==> src/rtl/kbd_pkg.sv <==
// -----------------------------------------------------------------------------
// kbd_pkg
// Shared constants for the PS/2 key encoder:
//   - selector codes driven to the cell-colour selector (0 = none, 1..9 = cell,
//     10/11/12 = R/G/B colour commands)
//   - PS/2 set-2 scancodes for the break/extended prefixes and the mapped keys
//   - frame receiver FSM state encoding
//   - sc_to_code(): make scancode -> selector code (CODE_NONE when unmapped)
// -----------------------------------------------------------------------------
package kbd_pkg;

  localparam logic [3:0] CODE_NONE  = 4'd0;
  localparam logic [3:0] CODE_RED   = 4'd10;
  localparam logic [3:0] CODE_GREEN = 4'd11;
  localparam logic [3:0] CODE_BLUE  = 4'd12;

  localparam logic [7:0] SC_BREAK = 8'hF0;
  localparam logic [7:0] SC_EXT   = 8'hE0;
  localparam logic [7:0] SC_KEY1  = 8'h16;
  localparam logic [7:0] SC_KEY2  = 8'h1E;
  localparam logic [7:0] SC_KEY3  = 8'h26;
  localparam logic [7:0] SC_KEY4  = 8'h25;
  localparam logic [7:0] SC_KEY5  = 8'h2E;
  localparam logic [7:0] SC_KEY6  = 8'h36;
  localparam logic [7:0] SC_KEY7  = 8'h3D;
  localparam logic [7:0] SC_KEY8  = 8'h3E;
  localparam logic [7:0] SC_KEY9  = 8'h46;
  localparam logic [7:0] SC_R     = 8'h2D;
  localparam logic [7:0] SC_G     = 8'h34;
  localparam logic [7:0] SC_B     = 8'h32;

  // Frame receiver states
  localparam logic [1:0] ST_IDLE = 2'd0;
  localparam logic [1:0] ST_RX   = 2'd1;
  localparam logic [1:0] ST_DONE = 2'd2;

  function automatic logic [3:0] sc_to_code(input logic [7:0] sc);
    logic [3:0] code;
    case (sc)
      SC_KEY1: code = 4'd1;
      SC_KEY2: code = 4'd2;
      SC_KEY3: code = 4'd3;
      SC_KEY4: code = 4'd4;
      SC_KEY5: code = 4'd5;
      SC_KEY6: code = 4'd6;
      SC_KEY7: code = 4'd7;
      SC_KEY8: code = 4'd8;
      SC_KEY9: code = 4'd9;
      SC_R:    code = CODE_RED;
      SC_G:    code = CODE_GREEN;
      SC_B:    code = CODE_BLUE;
      default: code = CODE_NONE;
    endcase
    return code;
  endfunction

endpackage

==> src/rtl/ps2_key_encoder_if.sv <==
// -----------------------------------------------------------------------------
// ps2_key_encoder_if
// Bundles the raw PS/2 pins and the selector-side outputs of the encoder.
//   ps2_clk, ps2_data : raw PS/2 pins (asynchronous to the system clock)
//   bin               : 4-bit selector code
//   key_valid         : one-cycle pulse when bin is (re)loaded by a make code
//   frame_err         : one-cycle pulse on a framing error or timeout
// Modports:
//   master : keyboard/environment side (drives pins, observes outputs)
//   slave  : encoder side (reads pins, drives outputs)
// -----------------------------------------------------------------------------
interface ps2_key_encoder_if;
  logic       ps2_clk;
  logic       ps2_data;
  logic [3:0] bin;
  logic       key_valid;
  logic       frame_err;

  modport master (output ps2_clk, output ps2_data,
                  input bin, input key_valid, input frame_err);
  modport slave  (input ps2_clk, input ps2_data,
                  output bin, output key_valid, output frame_err);
endinterface

==> src/rtl/ps2_rx_frame.sv <==
// -----------------------------------------------------------------------------
// ps2_rx_frame
// PS/2 frame receiver: synchronizes the raw pins, detects ps2_clk falling
// edges, shifts in start/8 data (LSB first)/parity/stop, and guards each frame
// with a watchdog.
// Ports:
//   clk, rst_n        : system clock, asynchronous active-low reset
//   ps2_clk_i         : raw PS/2 clock pin
//   ps2_data_i        : raw PS/2 data pin
//   byte_o            : last received data byte (valid with byte_valid_o)
//   byte_valid_o      : one-cycle pulse, good frame received
//   err_o             : one-cycle pulse, bad start, timeout, bad stop/parity
// Build option: define PS2_PARITY_CHECK_EN to reject frames with bad odd parity.
// -----------------------------------------------------------------------------
module ps2_rx_frame
  import kbd_pkg::*;
#(
  parameter int TIMEOUT_CYCLES = 50000,
  parameter int SYNC_STAGES    = 2
) (
  input  logic       clk,
  input  logic       rst_n,
  input  logic       ps2_clk_i,
  input  logic       ps2_data_i,
  output logic [7:0] byte_o,
  output logic       byte_valid_o,
  output logic       err_o
);

  localparam int WD_W = (TIMEOUT_CYCLES > 2) ? $clog2(TIMEOUT_CYCLES) : 1;
  localparam logic [WD_W-1:0] WD_LAST = WD_W'(TIMEOUT_CYCLES - 1);
  localparam logic [WD_W-1:0] WD_ONE  = WD_W'(1);

  // Synchronizer chains, reset to the idle-high line level
  logic [SYNC_STAGES-1:0] clk_sync_q, clk_sync_d;
  logic [SYNC_STAGES-1:0] data_sync_q, data_sync_d;

  genvar gi;
  generate
    for (gi = 0; gi < SYNC_STAGES; gi++) begin : g_sync
      if (gi == 0) begin : g_head
        assign clk_sync_d[gi]  = ps2_clk_i;
        assign data_sync_d[gi] = ps2_data_i;
      end else begin : g_tail
        assign clk_sync_d[gi]  = clk_sync_q[gi-1];
        assign data_sync_d[gi] = data_sync_q[gi-1];
      end
    end
  endgenerate

  logic            clk_prev_q;
  logic [1:0]      state_q, state_d;
  logic [3:0]      cnt_q, cnt_d;
  logic [7:0]      data_q, data_d;
  logic            stop_q, stop_d;
  logic [WD_W-1:0] wd_q, wd_d;
  logic [7:0]      byte_q, byte_d;
  logic            byte_valid_q, byte_valid_d;
  logic            err_q, err_d;
  logic            ps2_fall, ps2_bit, frame_ok;

  assign ps2_fall = clk_prev_q & ~clk_sync_q[SYNC_STAGES-1];
  assign ps2_bit  = data_sync_q[SYNC_STAGES-1];

`ifdef PS2_PARITY_CHECK_EN
  logic par_q, par_d;
  // Odd parity: data bits plus parity bit must contain an odd number of ones
  assign frame_ok = stop_q & (^{par_q, data_q});
`else
  assign frame_ok = stop_q;
`endif

  always_comb begin
    state_d      = state_q;
    cnt_d        = cnt_q;
    data_d       = data_q;
    stop_d       = stop_q;
    wd_d         = wd_q;
    byte_d       = byte_q;
    byte_valid_d = 1'b0;
    err_d        = 1'b0;
`ifdef PS2_PARITY_CHECK_EN
    par_d        = par_q;
`endif
    case (state_q)
      ST_IDLE: begin
        wd_d = '0;
        if (ps2_fall) begin
          if (!ps2_bit) begin
            state_d = ST_RX;
            cnt_d   = 4'd0;
          end else begin
            err_d = 1'b1;  // start bit must be low
          end
        end
      end
      ST_RX: begin
        if (ps2_fall) begin
          wd_d = '0;
          if (cnt_q < 4'd8) data_d = {ps2_bit, data_q[7:1]};
`ifdef PS2_PARITY_CHECK_EN
          if (cnt_q == 4'd8) par_d = ps2_bit;
`endif
          if (cnt_q == 4'd9) begin
            stop_d  = ps2_bit;
            state_d = ST_DONE;
          end
          cnt_d = cnt_q + 4'd1;
        end else if (wd_q == WD_LAST) begin
          // Keyboard stalled mid-frame: drop the partial byte
          state_d = ST_IDLE;
          err_d   = 1'b1;
          cnt_d   = 4'd0;
          data_d  = '0;
          wd_d    = '0;
        end else begin
          wd_d = wd_q + WD_ONE;
        end
      end
      ST_DONE: begin
        state_d = ST_IDLE;
        cnt_d   = 4'd0;
        if (frame_ok) begin
          byte_d       = data_q;
          byte_valid_d = 1'b1;
        end else begin
          err_d = 1'b1;
        end
      end
      default: state_d = ST_IDLE;
    endcase
  end

  always_ff @(posedge clk or negedge rst_n) begin
    if (!rst_n) begin
      clk_sync_q   <= '1;
      data_sync_q  <= '1;
      clk_prev_q   <= 1'b1;
      state_q      <= ST_IDLE;
      cnt_q        <= 4'd0;
      data_q       <= '0;
      stop_q       <= 1'b0;
      wd_q         <= '0;
      byte_q       <= '0;
      byte_valid_q <= 1'b0;
      err_q        <= 1'b0;
`ifdef PS2_PARITY_CHECK_EN
      par_q        <= 1'b0;
`endif
    end else begin
      clk_sync_q   <= clk_sync_d;
      data_sync_q  <= data_sync_d;
      clk_prev_q   <= clk_sync_q[SYNC_STAGES-1];
      state_q      <= state_d;
      cnt_q        <= cnt_d;
      data_q       <= data_d;
      stop_q       <= stop_d;
      wd_q         <= wd_d;
      byte_q       <= byte_d;
      byte_valid_q <= byte_valid_d;
      err_q        <= err_d;
`ifdef PS2_PARITY_CHECK_EN
      par_q        <= par_d;
`endif
    end
  end

  assign byte_o       = byte_q;
  assign byte_valid_o = byte_valid_q;
  assign err_o        = err_q;

endmodule

==> src/rtl/ps2_key_encoder.sv <==
// -----------------------------------------------------------------------------
// ps2_key_encoder
// Converts PS/2 keyboard scancodes into the 4-bit selector code consumed by
// the cell-colour selector. Keys 1..9 -> 1..9, R/G/B -> 10/11/12. The code is
// held while the key is down and cleared when that same key is released.
// Ports:
//   clk, rst_n : system clock, asynchronous active-low reset
//   ps2        : ps2_key_encoder_if.slave (ps2_clk, ps2_data in;
//                bin, key_valid, frame_err out)
// Build option: define PS2_PARITY_CHECK_EN to enable odd-parity checking.
// -----------------------------------------------------------------------------
module ps2_key_encoder
  import kbd_pkg::*;
#(
  parameter int TIMEOUT_CYCLES = 50000,
  parameter int SYNC_STAGES    = 2
) (
  input logic             clk,
  input logic             rst_n,
  ps2_key_encoder_if.slave ps2
);

  logic [7:0] rx_byte;
  logic       rx_valid;
  logic       rx_err;
  logic [3:0] rx_code;

  ps2_rx_frame #(
    .TIMEOUT_CYCLES(TIMEOUT_CYCLES),
    .SYNC_STAGES   (SYNC_STAGES)
  ) u_rx (
    .clk         (clk),
    .rst_n       (rst_n),
    .ps2_clk_i   (ps2.ps2_clk),
    .ps2_data_i  (ps2.ps2_data),
    .byte_o      (rx_byte),
    .byte_valid_o(rx_valid),
    .err_o       (rx_err)
  );

  assign rx_code = sc_to_code(rx_byte);

  logic [3:0] bin_q, bin_d;
  logic       kv_q, kv_d;
  logic       brk_q, brk_d;
  logic       ext_q, ext_d;

  always_comb begin
    bin_d = bin_q;
    kv_d  = 1'b0;
    brk_d = brk_q;
    ext_d = ext_q;
    if (rx_valid) begin
      if (rx_byte == SC_EXT) begin
        ext_d = 1'b1;
      end else if (rx_byte == SC_BREAK) begin
        brk_d = 1'b1;
      end else if (ext_q) begin
        // Extended keys are not part of the map; swallow make and break alike
        ext_d = 1'b0;
        brk_d = 1'b0;
      end else if (brk_q) begin
        // Only releasing the key that owns bin clears it; older keys are ignored
        if (rx_code == bin_q) bin_d = CODE_NONE;
        brk_d = 1'b0;
      end else if (rx_code != CODE_NONE) begin
        bin_d = rx_code;
        kv_d  = 1'b1;
      end
    end
  end

  always_ff @(posedge clk or negedge rst_n) begin
    if (!rst_n) begin
      bin_q <= CODE_NONE;
      kv_q  <= 1'b0;
      brk_q <= 1'b0;
      ext_q <= 1'b0;
    end else begin
      bin_q <= bin_d;
      kv_q  <= kv_d;
      brk_q <= brk_d;
      ext_q <= ext_d;
    end
  end

  assign ps2.bin       = bin_q;
  assign ps2.key_valid = kv_q;
  assign ps2.frame_err = rx_err;

endmodule

==> src/flat_wrapper.sv <==
// flat-port wrapper written by rule: the top's interface ports become plain ports
module ps2_key_encoder_flat import kbd_pkg::*;
#(
  parameter int TIMEOUT_CYCLES = 50000,
  parameter int SYNC_STAGES    = 2
)
  (clk, rst_n, ps2_ps2_clk, ps2_ps2_data, ps2_bin, ps2_key_valid, ps2_frame_err);
  ps2_key_encoder_if ps2_i ();
  input logic clk;
  input logic rst_n;
  input wire logic [$bits(ps2_i.ps2_clk)-1:0] ps2_ps2_clk;
  input wire logic [$bits(ps2_i.ps2_data)-1:0] ps2_ps2_data;
  output wire logic [$bits(ps2_i.bin)-1:0] ps2_bin;
  output wire logic [$bits(ps2_i.key_valid)-1:0] ps2_key_valid;
  output wire logic [$bits(ps2_i.frame_err)-1:0] ps2_frame_err;
  assign ps2_i.ps2_clk = ps2_ps2_clk;
  assign ps2_i.ps2_data = ps2_ps2_data;
  assign ps2_bin = ps2_i.bin;
  assign ps2_key_valid = ps2_i.key_valid;
  assign ps2_frame_err = ps2_i.frame_err;
  ps2_key_encoder #(.TIMEOUT_CYCLES(TIMEOUT_CYCLES), .SYNC_STAGES(SYNC_STAGES)) u_core (.clk(clk), .rst_n(rst_n), .ps2(ps2_i));
endmodule
==> config.mk <==
export PLATFORM = sky130hd
export DESIGN_NAME = ps2_key_encoder_flat
export DESIGN_NICKNAME = d
export VERILOG_FILES = /design/src/rtl/kbd_pkg.sv /design/src/rtl/ps2_key_encoder_if.sv /design/src/rtl/ps2_rx_frame.sv /design/src/rtl/ps2_key_encoder.sv /design/src/flat_wrapper.sv
export SDC_FILE = /design/constraint.sdc
export NUM_CORES = 1
export LEC_CHECK = 0
export BUFFER_PORTS_ARGS = -buffer_cell sky130_fd_sc_hd__buf_2
export CAP_MARGIN = 40
export CORE_ASPECT_RATIO = 1.4
export CORE_MARGIN = 8
export CORE_UTILIZATION = 45
export CTS_CLUSTER_SIZE = 25
export DETAILED_ROUTE_END_ITERATION = 10
export PLACE_DENSITY = 0.71
export SETUP_SLACK_MARGIN = 0.15
export SYNTH_ARGS = -nofsm -noshare
export SYNTH_HDL_FRONTEND = slang
export SYNTH_SLANG_ARGS = --single-unit
==> constraint.sdc <==
create_clock -name clk -period 2.7 [get_ports clk]
set_input_delay 0.135 -clock clk [delete_from_list [all_inputs] [get_ports clk]]
set_output_delay 0.135 -clock clk [all_outputs]
set_load 0.03 [all_outputs]
### Yosys cells after proc, flatten, opt, wreduce, memory -nomap -nowiden

Index checks and enable logic that the tools add are counted.

| word-level totals | value |
|---|---|
| input port bits | 4 |
| output and inout bits | 6 |
| word-level logic and storage cells | 101 |
| register bits after elaboration | 53 |

| cells by class | value |
|---|---|
| order comparisons | 1 |
| bitwise logic cells | 5 |
| multiplexer cells | 38 |
| $add $sub $neg | 2 |
| reduce and logical (&&, ||, !) cells | 14 |
| equal/unequal tests | 26 |

Operator list:

| cell | number |
|---|---|
| == test 8 x 6 -> 1 bit (second input constant) | 9 |
| one-hot mux 4 bit (12 select lines) | 1 |
| 2-to-1 mux 16 bit | 2 |
| one-hot mux 16 bit (2 select lines) | 1 |
| 2-to-1 mux 4 bit | 7 |
| 2-to-1 mux 8 bit | 3 |
| adder 16 x 1 -> 16 bit (second input constant) | 1 |
| == test 16 bit (second input constant) | 1 |
| == test 8 x 5 -> 1 bit (second input constant) | 2 |
| == test 8 bit (second input constant) | 2 |
| 2-to-1 mux 1 bit | 16 |
| one-hot mux 4 bit (3 select lines) | 1 |
| 2-to-1 mux 2 bit | 5 |
| == test 8 x 7 -> 1 bit (second input constant) | 1 |
| AND reduction 4 bit | 2 |
| != test 2 bit (second input constant) | 3 |
| != test 3 bit (second input constant) | 2 |
| AND reduction 2 bit | 3 |
| AND reduction 3 bit | 2 |
| AND reduction 6 bit | 1 |
| nonzero test 2 bit | 3 |
| adder 4 x 1 -> 4 bit (second input constant) | 1 |
| == test 4 bit | 1 |
| == test 4 bit (second input constant) | 1 |
| 11 further kinds | 15 |

### Logic depth before layout (Yosys ltp)

Gate-level depths: netlist (run 1).

| logic depth | value |
|---|---|
| word-level depth | 9 |
| depth in mapped cells | 8 |

### Hierarchy

Synthesis (run 1) repeated with hierarchy kept, for this count alone.

| unflattened totals | value |
|---|---|
| cell total of the unflattened synthesis | 289 |
| area, all modules | 2,807.7 µm² |

Modules (own cells, without submodules):

| module | times used | area an instance (µm²) | cells an instance |
|---|---|---|---|
| ps2_rx_frame | 1 | 2,065.7 | 207 |
| ps2_key_encoder | 1 | 742.0 | 82 |

### Least setup slack after synthesis (run 1)

OpenSTA, ideal clock, no wires.

| timing path | value |
|---|---|
| kind | register -> register |
| start point | reg u_core.u_rx.byte_q[0], in the netlist u_core.u_rx.byte_o[0] |
| end point | reg u_core.bin_q[2], in the netlist u_core.ps2.bin[2] |
| setup slack | 0.331 ns |
| buffers on the path | 1 |
| cell stages (with the launch flop) | 8 |
| data required time | 2.578 ns |
| arrival time | 2.247 ns |
| cell sequence | dfrtp_1 -> buf_6 -> or3b_2 -> nor4_1 -> a31oi_2 -> xnor2_1 -> or4_4 -> a32o_1 |

| between the ends | value |
|---|---|
| cells in the longest elaborated chain, start to end | 5 |
| elaborated cells between the ends (all ways) | 24 |
| those cells by class | 16 x eq/ne; 3 x mux; 2 x bitwise; 3 x reduce/logical |

RTL lines:

| item | line | RTL |
|---|---|---|
| start, declared | ps2_rx_frame.sv:57 | `logic [7:0] byte_q, byte_d;` |
| start signal, assigned | ps2_rx_frame.sv:159 | `byte_q <= byte_d;` |
| == test 8 x 6 -> 1 bit, or another cell as far along | kbd_pkg.sv:39 | `case (sc)` |
| one-hot mux 4 bit (12 select lines) | kbd_pkg.sv:39 |  |
| == test 4 bit or nonzero test 4 bit (tied branches) | ps2_key_encoder.sv:64, ps2_key_encoder.sv:66 |  |
| != test 2 bit (no source line) or nonzero test 2 bit (tied branches) | - |  |
| AND reduction 6 bit (no source line) | - |  |
| end signal, assigned | ps2_key_encoder.sv:80 | `bin_q <= bin_d;` |
| end, declared | ps2_key_encoder.sv:43 | `logic [3:0] bin_q, bin_d;` |

Several ways; a longest one is shown, not always the timed one. The select of a mux whose other input is x is not followed.
A chain may end at the register's enable or synchronous reset.

### Worst setup path after layout (run 1)

| timing path | value |
|---|---|
| start point | reg u_core.u_rx.byte_q[5], in the netlist u_core.u_rx.byte_o[5] |
| end point | reg u_core.bin_q[2], in the netlist u_core.ps2.bin[2] |

Same word-level chain as after synthesis.

==> results of run 1 <==
sequential cells by signal, indices dropped and copies added, names as in the netlist:
signal and flops:
u_core.u_rx.wd_q 16, u_core.u_rx.byte_o 8, u_core.u_rx.err_o 1, u_core.ext_q 1, u_core.ps2.key_valid 1, u_core.ps2.bin 4, u_core.u_rx.frame_ok 1, u_core.u_rx.data_sync_q 2
u_core.u_rx.data_q 8, u_core.u_rx.state_q 2, u_core.u_rx.clk_prev_q 1, u_core.u_rx.clk_sync_q 2, u_core.u_rx.cnt_q 4, u_core.u_rx.byte_valid_o 1, u_core.brk_q 1
kinds of logic (layout without fill, tap and decap cells):
family	after synthesis	in the layout	synth area share
adders and majority gates	3	3	0.01368
DFF	53	53	0.4856
and+or+nand+nor	145	145	0.2768
AOI/OAI and AO/OA	67	67	0.1528
muxes	3	3	0.01186
xor gates and xnor gates	7	7	0.02234
buffers and inverters	20	33	0.03693
power breakdown:
| group | switching (µW) | internal, µW |
|---|---|---|
| sequential | 41.0 | 838 |
| clock | 241 | 182 |
| combinational | 107 | 70.7 |
final cells by class:
type | count | area (µm²) | share of cell area
clock inverters | 1 | 5.005 | 0.001689
well taps | 70 | 87.58 | 0.02956
multi-input cells | 225 | 1310 | 0.4421
repair buffers | 19 | 127.6 | 0.04307
clock buffers | 7 | 76.32 | 0.02576
flip-flops and latches | 53 | 1334 | 0.4502
inverters | 6 | 22.52 | 0.007601
worst max-delay path by stage:
stage / cells after the start / end / start
floorplan: 7 / u_core.ps2.bin[2]$_DFFE_PN0P_ / u_core.u_rx.byte_o[0]$_DFFE_PN0P_
global placement: 6 / u_core.ps2.bin[2]$_DFFE_PN0P_ / u_core.u_rx.byte_o[5]$_DFFE_PN0P_
detailed placement: 5 / u_core.ps2.bin[2]$_DFFE_PN0P_ / u_core.u_rx.byte_o[4]$_DFFE_PN0P_
CTS: 5 / u_core.ps2.bin[2]$_DFFE_PN0P_ / u_core.u_rx.byte_o[4]$_DFFE_PN0P_
global route: 5 / u_core.ps2.bin[2]$_DFFE_PN0P_ / u_core.u_rx.byte_o[3]$_DFFE_PN0P_
finish: 6 / u_core.ps2.bin[2]$_DFFE_PN0P_ / u_core.u_rx.byte_o[5]$_DFFE_PN0P_
worst max-delay path, cell delays in order (launching register included):
cell and delay, ns:
dfrtp_1 0.46, or3b_2 0.46, nor4_1 0.30, a31oi_2 0.11
xnor2_1 0.15, or4_4 0.55, a32o_1 0.28
timing repair:
item                                   in CTS  in global routing
hold buffers                                3                  0
setup endpoints to repair                   0                  2
endpoints found under the hold margin      22                  0
buffers inserted                            0                  0
resized for setup                           0                  1
layout by cell type, fill, tap and decap left out, types with 4 or more instances in the layout:
cell type and n:
buf_2 9, nor2_1 20, and3_1 7, nand4_1 7, dfrtp_1 47, xnor2_1 4
nand2b_1 8, inv_1 5, o31ai_1 8, nand3b_1 7, clkbuf_8 5, buf_4 7
dfstp_2 5, nor4b_1 4, o21ai_0 36, nor2b_1 8, nand3_1 9, nand2_1 55
through the flow:
step	hold slack, ns	worst slack, ns	utilization
2_1_floorplan	-0.1606	0.3313	-
3_3_place_gp	0.1248	0.3296	0.4861
3_5_place_dp	0.1182	0.3004	0.4861
4_1_cts	0.3246	0.2863	0.5051
5_1_grt	0.3562	0.1686	0.5053
6_report	0.3178	0.2936	0.5053
metal layers:
metal | track usage | up-vias | wire (µm)
met1 | 0.1559 | 1041 | 2377
li1 | - | 1085 | -
met5 | 0 | - | 0
met4 | 0.05038 | 0 | 102
met3 | 0.02575 | 10 | 146
met2 | 0.2122 | 35 | 2548
==> results.md, run 1 <==
* Main synth FF type: dfrtp_1
* Yosys reg bits at 53
* Largest net degree at the start of global routing at 34
* Detail Placement HPWL at 3579 µm
* Worst Setup End Kind: register
* Tot Pwr at 1480 µW
* I/O pins at 10
* RSZ-0062 raised after global routing: no
* Ant. Diodes at 0
* Clk_skew at 0.009560 ns
* Max Clk Rate at 415.6 MHz
* Post-detailed-placement cell area at 2850 µm²
* Row cnt at 33
* Number of placed instances, taps included at 370
* Routed vias at 2171
* Worst Path Arrival at 2.61 ns
* Reg2reg path depth at 6
* Max-cap violations at 0
* Total grt overflow at 0
* Clk root buf: clkbuf_8
* Die area at 8888 µm²
* Non-Filler Instances at 381
* DR pass1 iterations at 4
* Most area-consuming cells after synthesis: dfrtp_1 44%, nand2_1 7.5%, o21ai_0 6.6%
* TritonCTS clock tree: built
* Total CTS buffers at 5
* Die boundary height at 108.4 µm
* Synth warn at 0
* Gp weighted congestion at 0.8205
* Syn nets at 305
* Slew Viols, Final at 0
* Clock latency on the worst-skew pair at 0.30 ns
* WP data required at 2.90 ns
* Initial DRC count at 81
* Post-route antenna net violation count at 0
* Die width at 82.00 µm
* Peak supply drop at 0.4154 mV
* WL/cell at 13.58 µm
* Synth Cell Area at 2744 µm²
* Status: completed
* CTS sink count at 53
* Top-area cell type share of the netlist area at 0.4378
* Fill cell count at 555
* Initial antenna violation count at 0
* Crit path time final at 2.406 ns
* Post-synth EDFFs at 0
* Gr usage total at 0.1275
* Vias per inst at 5.698
* Top post-synthesis cells by count: 55 x nand2_1, 48 x dfrtp_1, 36 x o21ai_0
* Crit path kind: reg2reg
* Area grow syn2layout at 7.980%
* Top-count cell post-synth: nand2_1
* Syn avg cell area at 9.208 µm²
* CP max FO at 9
* Power per cell area at 499.5 nW/µm²
* Max H-tree Level at 2
* Setup TNS at 0 ns
* Remaining routing DRC violations at 0
* Yosys cell types at 52
* Top cell type by total area after synthesis: dfrtp_1
* Period utilisation layout at 0.8913
* First-pass GRT wire length at 9149 µm
* Synth async-reset ratio at 1.000
* Clock Tree Buf Depth at 2
* Hold crit path type: in2async
* Worst relative slew slack at 0.4399
* Critical R2R Capture: u_core.ps2.bin[2]$_DFFE_PN0P_
* Final instance area at 2963 µm²
* Post-Syn Instances at 298
* Slew @ Worst Pin at 0.8346 ns
* R2r startpoint: u_core.u_rx.byte_o[5]$_DFFE_PN0P_
* Sequential fraction of the synthesis area at 0.4856
* Final WL at 5175 µm
* Share of cells above drive strength 1 at 0.1190
* Number of nets in the layout at 317
* Starting Density at 0.4680
* Clock transition at path regs at 0.09 ns
* Startpoint class of the critical path: register
* Flop-to-flop setup slack at 0.29 ns
* Static Leak at 0.001296 µW
* Final setup viols at 0
* Number of hold violations in the final report at 0
* Vias in the first global route at 2019
* Port Buffers at 9
* Core ar. at 5863 µm²
Note: power is estimated with default switching activity, not from simulation.
==> run 2, diff against run 1 <==
--- a/config.mk
+++ b/config.mk
@@ -9,10 +9,10 @@
 export CAP_MARGIN = 40
 export CORE_ASPECT_RATIO = 1.4
 export CORE_MARGIN = 8
-export CORE_UTILIZATION = 45
+export CORE_UTILIZATION = 35
 export CTS_CLUSTER_SIZE = 25
 export DETAILED_ROUTE_END_ITERATION = 10
-export PLACE_DENSITY = 0.71
+export PLACE_DENSITY = 0.6
 export SETUP_SLACK_MARGIN = 0.15
 export SYNTH_ARGS = -nofsm -noshare
 export SYNTH_HDL_FRONTEND = slang
==> results.md, run 2 (same netlist as run 1, synthesis figures left out) <==
* Post-route antenna net violation count at 0
* Max Clk Rate at 421.0 MHz
* Slew @ Worst Pin at 0.8518 ns
* Number of placed instances, taps included at 401
* Util after Layout at 0.3904
* Row cnt at 38
* WP data required at 2.90 ns
* Die boundary height at 120.8 µm
* Clock latency on the worst-skew pair at 0.30 ns
* Vias in the first global route at 2148
* WL/cell at 12.85 µm
* Clk root buf: clkbuf_8
* Period utilisation layout at 0.8798
* Starting Density at 0.3562
* Static Leak at 0.001303 µW
* Gr usage total at 0.1023
* Hold crit path type: reg2reg
* DR pass1 iterations at 5
* Detail Placement HPWL at 3579 µm
* Number of hold violations in the final report at 0
* Die width at 90.83 µm
* Commonest non-fill, non-tap cell in the layout: nand2_1
* Initial antenna violation count at 0
* Slew Viols, Final at 0
* Crit path time final at 2.375 ns
* Die area at 10970 µm²
* Total grt overflow at 0
* Vias per inst at 5.201
* Initial DRC count at 131
* Clock transition at path regs at 0.09 ns
* Hold WS at 0.3579 ns
* Power per cell area at 493.6 nW/µm²
* Number of flip-flops in the largest register at 16
* CP max FO at 11
* Peak supply drop at 0.2465 mV
* Post-detailed-placement cell area at 2895 µm²
* Crit path kind: reg2reg
* Routed vias at 2143
* Worst Setup End Kind: register
* First-pass GRT wire length at 9528 µm
* Clk_skew at 0.005746 ns
* RSZ-0062 raised after global routing: no
* Number of nets in the layout at 318
* Reg with most FFs: u_core.u_rx.wd_q
* Largest net degree at the start of global routing at 54
* Status: completed
* Startpoint class of the critical path: register
* Final instance area at 3007 µm²
* Worst Path Arrival at 2.57 ns
* Share of cells above drive strength 1 at 0.1186
* Flop-to-flop setup slack at 0.32 ns
* TritonCTS clock tree: built
* Gp weighted congestion at 0.7970
* Remaining routing DRC violations at 0
* Area grow syn2layout at 9.576%
* I/O pins at 10
* Most frequent cells in the layout: 55 x nand2_1, 48 x dfrtp_1, 36 x o21ai_0
* Total CTS buffers at 5
* Final setup viols at 0
* Ant. Diodes at 0
* Max H-tree Level at 2
* Max-cap violations at 0
* Setup TNS at 0 ns
* Final WL at 5295 µm
* Postcts setup bufs at 0
* Core ar. at 7702 µm²
* CTS sink count at 53
* Clock Tree Buf Depth at 2
* Worst relative slew slack at 0.4283
* Non-Filler Instances at 412
* Port Buffers at 9
-- run 2: what timing repair did --
item                                   CTS  global route
resized for setup                        0             0
hold buffers                             3             0
endpoints found under the hold margin   50             0
-- run 2: metal layers --
layer,share of wire,vias to the layer above,global-route usage
li1,-,1082,-
met1,0.47,1024,0.1196
met2,0.49,28,0.1764
met3,0.026,9,0.02109
met4,0.020,0,0.04625
met5,0,-,0
-- run 2: power by group --
| part | total (µW) | switching (µW) | internal, µW |
|---|---|---|---|
| Combinational | 179 | 109 | 70.4 |
| Clock | 426 | 243 | 183 |
| Sequential | 879 | 41.1 | 838 |
| Total | 1480 | 393 | 1090 |
-- run 2: path summary, 6_finish.rpt --
check	from	endpoint	depth (start not counted)
worst max-delay path	u_core.u_rx.byte_o[0]$_DFFE_PN0P_	u_core.ps2.bin[2]$_DFFE_PN0P_	6
worst min-delay path	u_core.u_rx.data_sync_q[0]$_DFF_PN1_	u_core.u_rx.data_sync_q[1]$_DFF_PN1_	0
worst max register to register	u_core.u_rx.byte_o[0]$_DFFE_PN0P_	u_core.ps2.bin[2]$_DFFE_PN0P_	6
worst min register to register	u_core.u_rx.data_sync_q[0]$_DFF_PN1_	u_core.u_rx.data_sync_q[1]$_DFF_PN1_	0
max in group asynchronous	rst_n	u_core.u_rx.wd_q[10]$_DFFE_PN0P_	3
min in group asynchronous	rst_n	u_core.u_rx.wd_q[15]$_DFFE_PN0P_	3
-- run 2: metrics by stage --
| stage | setup slack [ns] | power (µW) |
|---|---|---|
| floorplan | 0.3313 | 1009 |
| global placement | 0.3916 | 1066 |
| detailed placement | 0.3455 | 1075 |
| CTS | 0.3287 | 1516 |
| global route | 0.1564 | 1578 |
| finish | 0.3245 | 1484 |
-- run 2: area by class of cell --
type	count	area, µm²
fill	785	4696
sequential	53	1333
multi-input combinational	225	1310
timing repair buffer	20	135.1
tap	100	125.1
clock buffer	7	76.32
inverter	6	22.52
clock inverter	1	5.005
-- run 2: critical path, stage by stage, from the launching register on --
cell and delay [ns]:
dfrtp_1 0.38, buf_4 0.17, nand2b_1 0.21, o311ai_1 0.52, xor2_1 0.17, or4_4 0.55, a32o_1 0.27
==> run 3, diff against run 2 <==
--- a/config.mk
+++ b/config.mk
@@ -10,6 +10,7 @@
 export CORE_ASPECT_RATIO = 1.4
 export CORE_MARGIN = 8
 export CORE_UTILIZATION = 35
+export CTS_BUF_LIST = sky130_fd_sc_hd__clkbuf_2 sky130_fd_sc_hd__clkbuf_4 sky130_fd_sc_hd__clkbuf_8
 export CTS_CLUSTER_SIZE = 25
 export DETAILED_ROUTE_END_ITERATION = 10
 export PLACE_DENSITY = 0.6
==> results.md, run 3 (same netlist as run 1, synthesis figures left out) <==
* Max-cap violations at 0
* Clock transition at path regs at 0.09 ns
* Power share of the combinational group at 0.119
* Most frequent cells in the layout: 55 x nand2_1, 48 x dfrtp_1, 36 x o21ai_0
* Final setup viols at 0
* CTS sink count at 53
* Number of hold violations in the final report at 0
* Gr usage total at 0.1035
* Number of placed instances, taps included at 401
* Number of flip-flops in the largest register at 16
* Commonest non-fill, non-tap cell in the layout: nand2_1
* Crit path time final at 2.378 ns
* Remaining routing DRC violations at 0
* Total CTS buffers at 5
* Area grow syn2layout at 9.849%
* Max H-tree Level at 2
* Period utilisation layout at 0.8808
* Status: completed
* Non-Filler Instances at 412
* First-pass GRT wire length at 9563 µm
* Clock latency on the worst-skew pair at 0.30 ns
* Total grt overflow at 0
* Core ar. at 7702 µm²
* Die boundary height at 120.8 µm
* Peak supply drop at 0.2943 mV
* Row cnt at 38
* Part of the power in registers at 0.583
* WP data required at 2.90 ns
* Final WL at 5355 µm
* Internal at 1112 µW
* Ant. Diodes at 0
* RSZ-0062 raised after global routing: no
* Routed vias at 2154
* Number of nets in the layout at 318
* Largest net degree at the start of global routing at 54
* Crit path kind: reg2reg
* Worst Setup End Kind: register
* Starting Density at 0.3562
* I/O pins at 10
* Die width at 90.83 µm
* TritonCTS clock tree: built
* Port Buffers at 9
* Sw Pwr at 397.9 µW
* Startpoint class of the critical path: register
* Dpl ws at 0.3455 ns
* Worst relative slew slack at 0.4284
* Post-route antenna net violation count at 0
* Slew Viols, Final at 0
* Max Clk Rate at 420.5 MHz
* Detail Placement HPWL at 3579 µm
* Clk_skew at 0.006575 ns
* WL/cell at 13.00 µm
* Vias in the first global route at 2151
* CP max FO at 18
* Initial antenna violation count at 0
* Clock power frac at 0.298
* Setup TNS at 0 ns
* Static Leak at 0.001310 µW
* Clk root buf: clkbuf_8
* Reg with most FFs: u_core.u_rx.wd_q
* Die area at 10970 µm²
* Share of cells above drive strength 1 at 0.1250
* Hold crit path type: reg2reg
* Power per cell area at 501.0 nW/µm²
* Gates resized, CTS repair at 0
* Clock Tree Buf Depth at 2
* Gp weighted congestion at 0.7970
* Slew @ Worst Pin at 0.8516 ns
* Final setup margin at 0.3218 ns
* Switching share of power at 0.2635
* Util after Layout at 0.3913
* Vias per inst at 5.228
* DR pass1 iterations at 4
* Worst Path Arrival at 2.58 ns
* Initial DRC count at 136
==> run 3: area by class of cell <==
| type | count | area [µm²] |
|---|---|---|
| Multi-Input combinational cell | 225 | 1310 |
| Fill cell | 782 | 4688 |
| Timing Repair Buffer | 20 | 135.1 |
| Sequential cell | 53 | 1333 |
| Inverter | 6 | 22.52 |
| Clock buffer | 7 | 83.83 |
| Tap cell | 100 | 125.1 |
| Clock inverter | 1 | 5.005 |
==> run 3: final timing paths <==
| check | startpoint | depth (start not counted) | end | slack, ns |
|---|---|---|---|---|
| worst min-delay path | u_core.u_rx.data_sync_q[0]$_DFF_PN1_ | 0 | u_core.u_rx.data_sync_q[1]$_DFF_PN1_ | 0.36 |
| worst max register to register | u_core.u_rx.byte_o[4]$_DFFE_PN0P_ | 6 | u_core.ps2.bin[2]$_DFFE_PN0P_ | 0.32 |
| min in group asynchronous | rst_n | 3 | u_core.u_rx.wd_q[2]$_DFFE_PN0P_ | 0.48 |
| worst max-delay path | u_core.u_rx.byte_o[4]$_DFFE_PN0P_ | 6 | u_core.ps2.bin[2]$_DFFE_PN0P_ | 0.32 |
| max in group asynchronous | rst_n | 3 | u_core.u_rx.data_q[7]$_DFFE_PN0P_ | 1.79 |
| worst min register to register | u_core.u_rx.data_sync_q[0]$_DFF_PN1_ | 0 | u_core.u_rx.data_sync_q[1]$_DFF_PN1_ | 0.36 |
==> run 3: routing by layer <==
metal | track usage | vias to the layer above | routed length (µm)
met5 | 0 | - | 0
met4 | 0.05242 | 0 | 140
met3 | 0.02109 | 9 | 142
met2 | 0.1769 | 29 | 2589
met1 | 0.1204 | 1034 | 2483
li1 | - | 1082 | -
==> run 3: repair_timing <==
action	4_1_cts	5_1_grt
hold buffers	3	0
endpoints found under the hold margin	50	0
buffers inserted	0	0
==> run 3: worst max-delay path, stage by stage, from the launching register on <==
cell and delay (ns):
dfrtp_1 0.66, and3b_1 0.24, o211ai_1 0.17, o311ai_1 0.19
xor2_1 0.20, or4_4 0.56, a32o_1 0.27
==> run 3: per-stage QoR <==
stage	total power [µW]	hold WS (ns)	cell area, µm²
finish	1510	0.3578	3014
floorplan	1009	-0.1606	2744
global route	1598	0.3634	3014
detailed placement	1075	0.2416	2895
global placement	1066	0.2416	2895
CTS	1535	0.3607	3014
==> run 3: power groups by stage <==
stage                     Sequential [µW]  Clock (µW)  Combinational, µW
after floorplan                       886           0                123
after global placement                892           0                174
after detailed placement              894           0                181
after CTS                             879         472                185
after global routing                  889         497                211
final                                 880         450                180
